===== config.mk =====
export PLATFORM = sky130hd
export DESIGN_NAME = execute_reg
export DESIGN_NICKNAME = d
export VERILOG_FILES = /design/src/rtl/y86_pkg.sv /design/src/rtl/pipe_ctrl.sv /design/src/rtl/execute_reg.sv
export SDC_FILE = /design/constraint.sdc
export NUM_CORES = 1
export LEC_CHECK = 0
export ABC_AREA = 1
export CAP_MARGIN = 25
export CORE_AREA = 10 10 166 168
export DETAILED_ROUTE_END_ITERATION = 16
export DIE_AREA = 0 0 176 178
export PLACE_DENSITY = 0.69
export SLEW_MARGIN = 5
export SYNTH_ARGS = -nofsm -noshare
export SYNTH_HDL_FRONTEND = slang
export SYNTH_SLANG_ARGS = --single-unit

===== constraint.sdc =====
create_clock -name clk -period 10.7 [get_ports clk]
set_input_delay 2.14 -clock clk [delete_from_list [all_inputs] [get_ports clk]]
set_output_delay 2.14 -clock clk [all_outputs]
set_load 0.005 [all_outputs]

===== src/rtl/y86_pkg.sv =====
// Shared Y86-64 pipeline encodings and the execute-register payload type.
// Imported by every pipe stage so icode/stat/register-ID constants stay in one place.
package y86_pkg;

    localparam logic [3:0] IHALT   = 4'h0;
    localparam logic [3:0] INOP    = 4'h1;
    localparam logic [3:0] IRRMOVQ = 4'h2;
    localparam logic [3:0] IIRMOVQ = 4'h3;
    localparam logic [3:0] IRMMOVQ = 4'h4;
    localparam logic [3:0] IMRMOVQ = 4'h5;
    localparam logic [3:0] IOPQ    = 4'h6;
    localparam logic [3:0] IJXX    = 4'h7;
    localparam logic [3:0] ICALL   = 4'h8;
    localparam logic [3:0] IRET    = 4'h9;
    localparam logic [3:0] IPUSHQ  = 4'hA;
    localparam logic [3:0] IPOPQ   = 4'hB;

    localparam logic [3:0] RNONE   = 4'hF;

    localparam logic [2:0] SAOK    = 3'd1;
    localparam logic [2:0] SADR    = 3'd2;
    localparam logic [2:0] SINS    = 3'd3;
    localparam logic [2:0] SHLT    = 3'd4;

    typedef struct packed {
        logic [2:0]  stat;
        logic [3:0]  icode;
        logic [3:0]  ifun;
        logic [63:0] valC;
        logic [63:0] valA;
        logic [63:0] valB;
        logic [3:0]  dstE;
        logic [3:0]  dstM;
        logic [3:0]  srcA;
        logic [3:0]  srcB;
    } e_reg_t;

    // A bubble is a harmless nop that writes no register and reads none.
    function automatic e_reg_t e_bubble();
        e_reg_t b;
        b.stat  = SAOK;
        b.icode = INOP;
        b.ifun  = 4'h0;
        b.valC  = 64'h0;
        b.valA  = 64'h0;
        b.valB  = 64'h0;
        b.dstE  = RNONE;
        b.dstM  = RNONE;
        b.srcA  = RNONE;
        b.srcB  = RNONE;
        return b;
    endfunction

endpackage


===== src/rtl/pipe_ctrl.sv =====
// Pipeline hazard control: load-use, branch mispredict and return handling.
// Purely combinational; drives stall/bubble requests for fetch, decode and execute.
module pipe_ctrl
    import y86_pkg::*;
(
    input  logic [3:0] D_icode,
    input  logic [3:0] E_icode,
    input  logic [3:0] M_icode,
    input  logic [3:0] E_dstM,
    input  logic [3:0] d_srcA,
    input  logic [3:0] d_srcB,
    input  logic       e_Cnd,
    output logic       F_stall,
    output logic       D_stall,
    output logic       D_bubble,
    output logic       E_bubble
);

    logic load_use_s;
    logic mispredict_s;
    logic ret_pending_s;

    // Hazard detection terms; a bubble in E (INOP, dstM=RNONE) clears both E-based terms.
    always_comb begin
        load_use_s    = 1'b0;
        mispredict_s  = 1'b0;
        ret_pending_s = 1'b0;
        if (((E_icode == IMRMOVQ) || (E_icode == IPOPQ)) && (E_dstM != RNONE) &&
            ((E_dstM == d_srcA) || (E_dstM == d_srcB))) begin
            load_use_s = 1'b1;
        end else begin
            load_use_s = 1'b0;
        end
        if ((E_icode == IJXX) && (e_Cnd == 1'b0)) begin
            mispredict_s = 1'b1;
        end else begin
            mispredict_s = 1'b0;
        end
        if ((D_icode == IRET) || (E_icode == IRET) || (M_icode == IRET)) begin
            ret_pending_s = 1'b1;
        end else begin
            ret_pending_s = 1'b0;
        end
    end

    // Stall/bubble requests; load-use suppresses the ret bubble so the stalled decode keeps its instruction.
    always_comb begin
        F_stall  = load_use_s | ret_pending_s;
        D_stall  = load_use_s;
        D_bubble = mispredict_s | (ret_pending_s & ~load_use_s);
        E_bubble = mispredict_s | load_use_s;
    end

endmodule


===== src/rtl/execute_reg.sv =====
// Y86-64 execute pipeline register with integrated hazard control.
// Captures decode outputs every edge, or loads a nop bubble on load-use/mispredict.
module execute_reg
    import y86_pkg::*;
(
    input  logic        clk,
    input  logic        rst,
    input  logic [2:0]  D_stat,
    input  logic [3:0]  D_icode,
    input  logic [3:0]  D_ifun,
    input  logic [63:0] D_valC,
    input  logic [63:0] d_valA,
    input  logic [63:0] d_valB,
    input  logic [3:0]  d_dstE,
    input  logic [3:0]  d_dstM,
    input  logic [3:0]  d_srcA,
    input  logic [3:0]  d_srcB,
    input  logic        e_Cnd,
    input  logic [3:0]  M_icode,
    output logic [2:0]  E_stat,
    output logic [3:0]  E_icode,
    output logic [3:0]  E_ifun,
    output logic [63:0] E_valC,
    output logic [63:0] E_valA,
    output logic [63:0] E_valB,
    output logic [3:0]  E_dstE,
    output logic [3:0]  E_dstM,
    output logic [3:0]  E_srcA,
    output logic [3:0]  E_srcB,
    output logic        F_stall,
    output logic        D_stall,
    output logic        D_bubble
);

    e_reg_t e_q;
    e_reg_t e_d;
    e_reg_t d_in_s;
    logic   e_bubble_s;

    pipe_ctrl u_pipe_ctrl (
        .D_icode  (D_icode),
        .E_icode  (e_q.icode),
        .M_icode  (M_icode),
        .E_dstM   (e_q.dstM),
        .d_srcA   (d_srcA),
        .d_srcB   (d_srcB),
        .e_Cnd    (e_Cnd),
        .F_stall  (F_stall),
        .D_stall  (D_stall),
        .D_bubble (D_bubble),
        .E_bubble (e_bubble_s)
    );

    // Gather the decode-stage fields into the register payload.
    always_comb begin
        d_in_s.stat  = D_stat;
        d_in_s.icode = D_icode;
        d_in_s.ifun  = D_ifun;
        d_in_s.valC  = D_valC;
        d_in_s.valA  = d_valA;
        d_in_s.valB  = d_valB;
        d_in_s.dstE  = d_dstE;
        d_in_s.dstM  = d_dstM;
        d_in_s.srcA  = d_srcA;
        d_in_s.srcB  = d_srcB;
    end

    // Next-state select: E never stalls, it either captures or bubbles.
    always_comb begin
        e_d = d_in_s;
        if (e_bubble_s) begin
            e_d = e_bubble();
        end else begin
            e_d = d_in_s;
        end
    end

    // Execute register; reset forces the bubble immediately.
    always_ff @(posedge clk or posedge rst) begin
        if (rst) begin
            e_q <= e_bubble();
        end else begin
            e_q <= e_d;
        end
    end

    assign E_stat  = e_q.stat;
    assign E_icode = e_q.icode;
    assign E_ifun  = e_q.ifun;
    assign E_valC  = e_q.valC;
    assign E_valA  = e_q.valA;
    assign E_valB  = e_q.valB;
    assign E_dstE  = e_q.dstE;
    assign E_dstM  = e_q.dstM;
    assign E_srcA  = e_q.srcA;
    assign E_srcB  = e_q.srcB;

endmodule


==> out/metrics.csv, run 1 <==
metric;value;unit
status;finished clean;
post-synthesis compound-gate area fraction;0.0661;%
TritonRoute pass-1 iters;4;
Power Density;151;nW/um2
Max Cap Viol;0;
via count;6121;
worst path arrival time;4.31;ns
Worst Hold Class;reg -> reg;
Net Sw Frac;22.8;%
area share of the largest cell type after synthesis;66.4;%
CTS max path bufs;3;
reg-to-reg critical path endpoint;E_valC[24];
Syn Area/Cell;10.3;um2
Int Pwr;0.00153;W
Hold EP;E_dstE[0];
final worst path period share;60.3;%
DR WL/cell;17.8;um
Final TNS setup;0;ns
Die H;178;um
Hold Path Origin;E_icode[3];
most frequent cells in the layout;clkdlybuf4s50_1 (447), inv_1 (214), nor2_1 (208);
Total GRT Usage;16.5;%
post-synthesis sequential area ratio;72.6;%
die area;31300;um2
initial antenna violation count;2;
Post-DRT Antenna Nets;0;
number of port buffers;447;
CP dominant cell by count;nand2_1;
Synth Register Bits;219;
drt drc;0;
xor/xnor share of the synthesized area;0;%
max incr delay on CP;0.63;ns
Die W;176;um
Avg Vias per Cell;4.01;
area of the multi-input gates;1080;um2
reported net switching power;0.000450;W
Nets;1411;
IO Pins;448;
CP Launch Type;input pin;
clk_lat worst skew;0.51;ns
worst r2r src;E_dstM[2];
commonest non-fill, non-tap cell in the layout;clkdlybuf4s50_1;
Req. time, crit path;8.56;ns
largest family of logic cells by synthesized area;simple AND/OR/NAND/NOR gates;
global-route wire length before repair;40000;um
crit-path cells;clkdlybuf4s50_1 -> nand2_1 -> nand2_1 -> nor2_1 -> nand2_1 -> nand2_1 -> nand2_1 -> nand2_1 -> nand2_1 -> clkdlybuf4s50_1;
Reg2Reg Depth;10;
placed cell areas;12300;um2
RSZ-0062 raised after global routing;false;
Crit. End Element;primary output;
slew margin rel.;35.6;%
VDD IR max;0.107;mV
GP Congestion;0.862;
post-synth cell types;14;
CTS Hold Bufs;0;
logic gate share of total power;15.8;%
Setup-failing EPs final;0;
syn_nets;958;
critical path peak fanout;22;
largest net degree at the start of global routing;101;
Simple-Gate Fraction of Synth Area;14.1;%
Synth-to-Final Area Change;72.8;%
Final min period;6.45;ns
TritonCTS clock tree;done;
synthesized-area fraction occupied by adder cells;0;%
hpwl dp;21300;um
CTS sink cnt;219;
total wire length;27100;um
Mapped Area;7580;um2
Post-Syn Instances;732;
Placeable Area;24100;um2
vias in the first global route;6577;
Post-CTS Resized;0;
Hold Crit Depth;3;
Crit Path Class;in -> out;
endpoints failing hold;0;
final slew viol count;0;
Cell Rows;57;
Seq pwr share;46.0;%
slowest stage cell, crit path;nand2_1;
Worst Tran Pin Value;0.967;ns
FF/Latch Area;5500;um2
LEAKAGE;6.39;nW
mux contribution to synthesized area;0;%
DR iter-0 viols;282;
Syn. warnings;0;
total gr overflow;0;
initial core utilization;31.4;%
fin area;13100;um2
FILL cells;2134;
Peak Freq;0.155;GHz
share of cells above drive strength 1;5.09;%
Area contributors post-synth;dfrtp_1 (66%), inv_1 (11%), nor2_1 (10%);
Post-CTS Setup Inserts;0;
H-tree Lvls;1;
clock share of power;38.3;%
largest area contributor in the netlist;dfrtp_1;
Max Clock Skew;0.00950;ns
Clock transition at path regs;0.06;ns
TritonCTS Buffers;24;
Clock Root Buffer;clkbuf_16;
Register-to-Register Setup Slack;7.69;ns
[worst max-delay path, delay by kind of cell]
kind,cells,cell delay (ns)
buffers and inverters,2,1.03
AND/OR/NAND/NOR,8,1.13
[metrics by stage]
stage / utilization, % / setup slack, ns / power (W) / std cells / hold slack [ns]
after detailed placement: 51.1 / 4.27 / 0.00124 / 1481 / 1.24
after floorplan: - / 2.60 / 0.00100 / 732 / 0.791
after global routing: 54.3 / 4.01 / 0.00207 / 1525 / 1.35
final: 54.3 / 4.25 / 0.00198 / 1525 / 1.25
after global placement: 51.1 / 4.35 / 0.00123 / 1481 / 1.19
after CTS: 54.1 / 4.26 / 0.00201 / 1521 / 1.24
[worst max-delay path by stage]
stage                          from         end  slack [ns]
final                     d_srcB[2]    D_bubble        4.25
after detailed placement  d_srcB[2]    D_bubble        4.27
after global routing      d_srcB[2]    D_bubble        4.01
after floorplan                 rst  E_icode[1]        2.60
after global placement    d_srcB[1]    D_bubble        4.35
after CTS                 d_srcB[2]    D_bubble        4.26
[layer usage]
metal,GRT usage (%),up-vias,wire [um]
li1,-,2913,-
met1,16.9,2871,9520
met2,29.9,304,14000
met3,7.93,33,3110
met4,3.85,0,507
met5,0,-,0
[state kept, by name (all words and copies together), names as in the netlist]
signal,count
E_valC,64
E_srcB,4
E_valA,64
E_stat,3
E_icode,4
E_srcA,4
E_ifun,4
E_dstM,4
E_valB,64
E_dstE,4
[cells by family (layout without fill, tap and decap cells)]
logic type	after synthesis	after routing
AOI/OAI and AO/OA	1	1
DFF	219	219
buffers and inverters	245	712
other	0	2
and+or+nand+nor	267	267
[cell usage after synthesis, drive strengths merged]
master    n
a21oi     1
dfrtp   201
nand4     4
buf      22
dfstp    18
inv     219
nand2    33
nand3    12
nor2    208
clkbuf    4
nand3b   10
[cell type report]
cell class	instances	area share (%)
clock buffers	37	5.26
diodes	2	0.0382
clock inverters	3	0.201
multi-input cells	268	8.23
repair buffers	453	34.8
flip-flops and latches	219	42.0
well taps	324	3.10
inverters	219	6.33
[power groups by stage]
stage	sequential, W	clock [W]	combinational [W]
floorplan	0.000931	0	0.0000704
global placement	0.000921	0	0.000313
detailed placement	0.000923	0	0.000316
CTS	0.000909	0.000784	0.000318
global route	0.000914	0.000818	0.000341
finish	0.000909	0.000757	0.000312
(Power assumes the default switching activity.)
==> run 2, diff against run 1 <==
CORE_AREA = 10 10 165 167   (was 10 10 166 168)
DIE_AREA = 0 0 175 177   (was 0 0 176 178)
PLACE_DENSITY = 0.72   (was 0.69)
clock period = 5.55 ns   (was 10.7 ns; I/O delays follow)
==> run 2 against run 1 <==
Routed wire length shrank 2.2%. Critical path depth grew 2. Total power grew 97%. Design area grew 0.59%. Register-to-register slack lost 4.7 ns. Clock skew grew 0.0024 ns. Count of clock-buffer cells in the layout is the same. Cell count grew 0.39%. Die area shrank 1.1%. Highest routed layer unchanged. Flip-flop and latch count is the same. Combinational power grew 92%. Critical path type unchanged.
==> out/metrics.csv, run 2 (same netlist as run 1, synthesis figures left out) <==
metric;value;unit
final worst path period share;71.7;%
Final TNS setup;0;ns
hpwl dp;20700;um
Clock transition at path regs;0.06;ns
vias in the first global route;6563;
endpoints failing hold;0;
fin area;13200;um2
Placeable Area;24000;um2
clk_lat worst skew;0.50;ns
Post-DRT Antenna Nets;0;
Req. time, crit path;4.44;ns
Final min period;3.98;ns
Peak Freq;0.251;GHz
number of port buffers;447;
reported net switching power;0.000880;W
Total GRT Usage;16.3;%
worst path arrival time;2.87;ns
Int Pwr;0.00301;W
Cell Rows;57;
Nets;1414;
post-place setup slack;1.59;ns
VDD IR max;0.236;mV
critical path peak fanout;22;
via count;6045;
IO Pins;448;
Die W;175;um
initial core utilization;31.6;%
Max Cap Viol;0;
Avg Vias per Cell;3.95;
placed cell areas;12400;um2
total gr overflow;0;
commonest non-fill, non-tap cell in the layout;clkdlybuf4s50_1;
H-tree Lvls;1;
share of cells above drive strength 1;5.97;%
Net Sw Frac;22.6;%
CP Launch Type;input pin;
DR iter-0 viols;431;
LEAKAGE;6.44;nW
CTS max path bufs;3;
DR WL/cell;17.3;um
Power Density;295;nW/um2
TritonRoute pass-1 iters;4;
clock share of power;39.6;%
CTS Hold Bufs;0;
Post-CTS Setup Inserts;0;
total wire length;26500;um
Seq pwr share;45.0;%
slew margin rel.;48.6;%
Clock Root Buffer;clkbuf_16;
Synth-to-Final Area Change;73.9;%
initial antenna violation count;1;
TritonCTS clock tree;done;
Setup-failing EPs final;0;
Worst Hold Class;reg -> reg;
TritonCTS Buffers;24;
die area;31000;um2
largest net degree at the start of global routing;115;
CTS sink cnt;219;
Worst Tran Pin Value;0.772;ns
final slew viol count;0;
Crit Path Class;in -> out;
Max Clock Skew;0.0119;ns
most frequent cells in the layout;clkdlybuf4s50_1 (447), inv_1 (214), nor2_1 (208);
Final WS setup;1.57;ns
Die H;177;um
drt drc;0;
status;finished clean;
Crit. End Element;primary output;
global-route wire length before repair;39300;um
Post-CTS Resized;0;
GP Congestion;0.856;
logic gate share of total power;15.4;%
RSZ-0062 raised after global routing;false;
## run 2: changes by cell type in the layout (fill, tap and decap cells not counted), moves of 2 or more
cell,change
clkbuf_8,+3
clkbuf_1,-4
buf_12,+3
buf_4,+2
clkinv_2,+4
buf_16,-2
## run 2: final timing paths
path                                    to  depth (start not counted)  startpoint  slack [ns]
worst min register to register   E_dstM[3]                          3  E_icode[2]        0.93
worst min-delay path             E_dstM[3]                          3  E_icode[2]        0.93
max in group asynchronous       E_valC[39]                          3         rst        3.45
worst max register to register  E_valA[13]                         11   E_dstM[0]        3.04
worst max-delay path              D_bubble                         12   d_srcB[0]        1.57
min in group asynchronous       E_valC[33]                          2         rst        1.01
## run 2: worst max-delay path, cell delays in order
cell and delay [ns]:
clkdlybuf4s50_1 0.43, inv_1 0.09, nand2_1 0.05, nand2_1 0.05, nor2_1 0.04, nand2_1 0.05
nand2_1 0.05, nand2_1 0.06, buf_4 0.27, nand2_1 0.08, nand2_1 0.07, clkdlybuf4s50_1 0.50
## run 2: layout make-up
| type | instances | area, um2 |
|---|---|---|
| repair buffers | 456 | 4580 |
| well taps | 324 | 405 |
| clock inverters | 7 | 38.8 |
| fillers | 2056 | 10800 |
| clock buffers | 37 | 741 |
| flip-flops and latches | 219 | 5500 |
| diodes | 1 | 2.50 |
| multi-input cells | 268 | 1080 |
| inverters | 219 | 826 |
## run 2: stage by stage
stage | utilization, % | std cells | power [W] | hold slack, ns
after global placement | 51.7 | 1486 | 0.00238 | 0.899
final | 55.0 | 1531 | 0.00389 | 0.930
after floorplan | - | 732 | 0.00193 | 0.791
after detailed placement | 51.7 | 1486 | 0.00239 | 0.903
after CTS | 55.0 | 1530 | 0.00395 | 0.938
after global routing | 55.0 | 1531 | 0.00406 | 0.977
## run 2: metal layers
metal	routed length (um)	GRT usage (%)
met1	9520	16.9
met3	2740	6.89
met2	13600	29.6
met4	601	4.77
met5	0	0
## run 2: power by group through the flow
stage / Combinational, W / Clock (W) / Sequential, W
final: 0.000599 / 0.00154 / 0.00175
after global routing: 0.000654 / 0.00164 / 0.00176
after CTS: 0.000613 / 0.00159 / 0.00175
after detailed placement: 0.000609 / 0 / 0.00178
after global placement: 0.000603 / 0 / 0.00178
after floorplan: 0.000136 / 0 / 0.00180
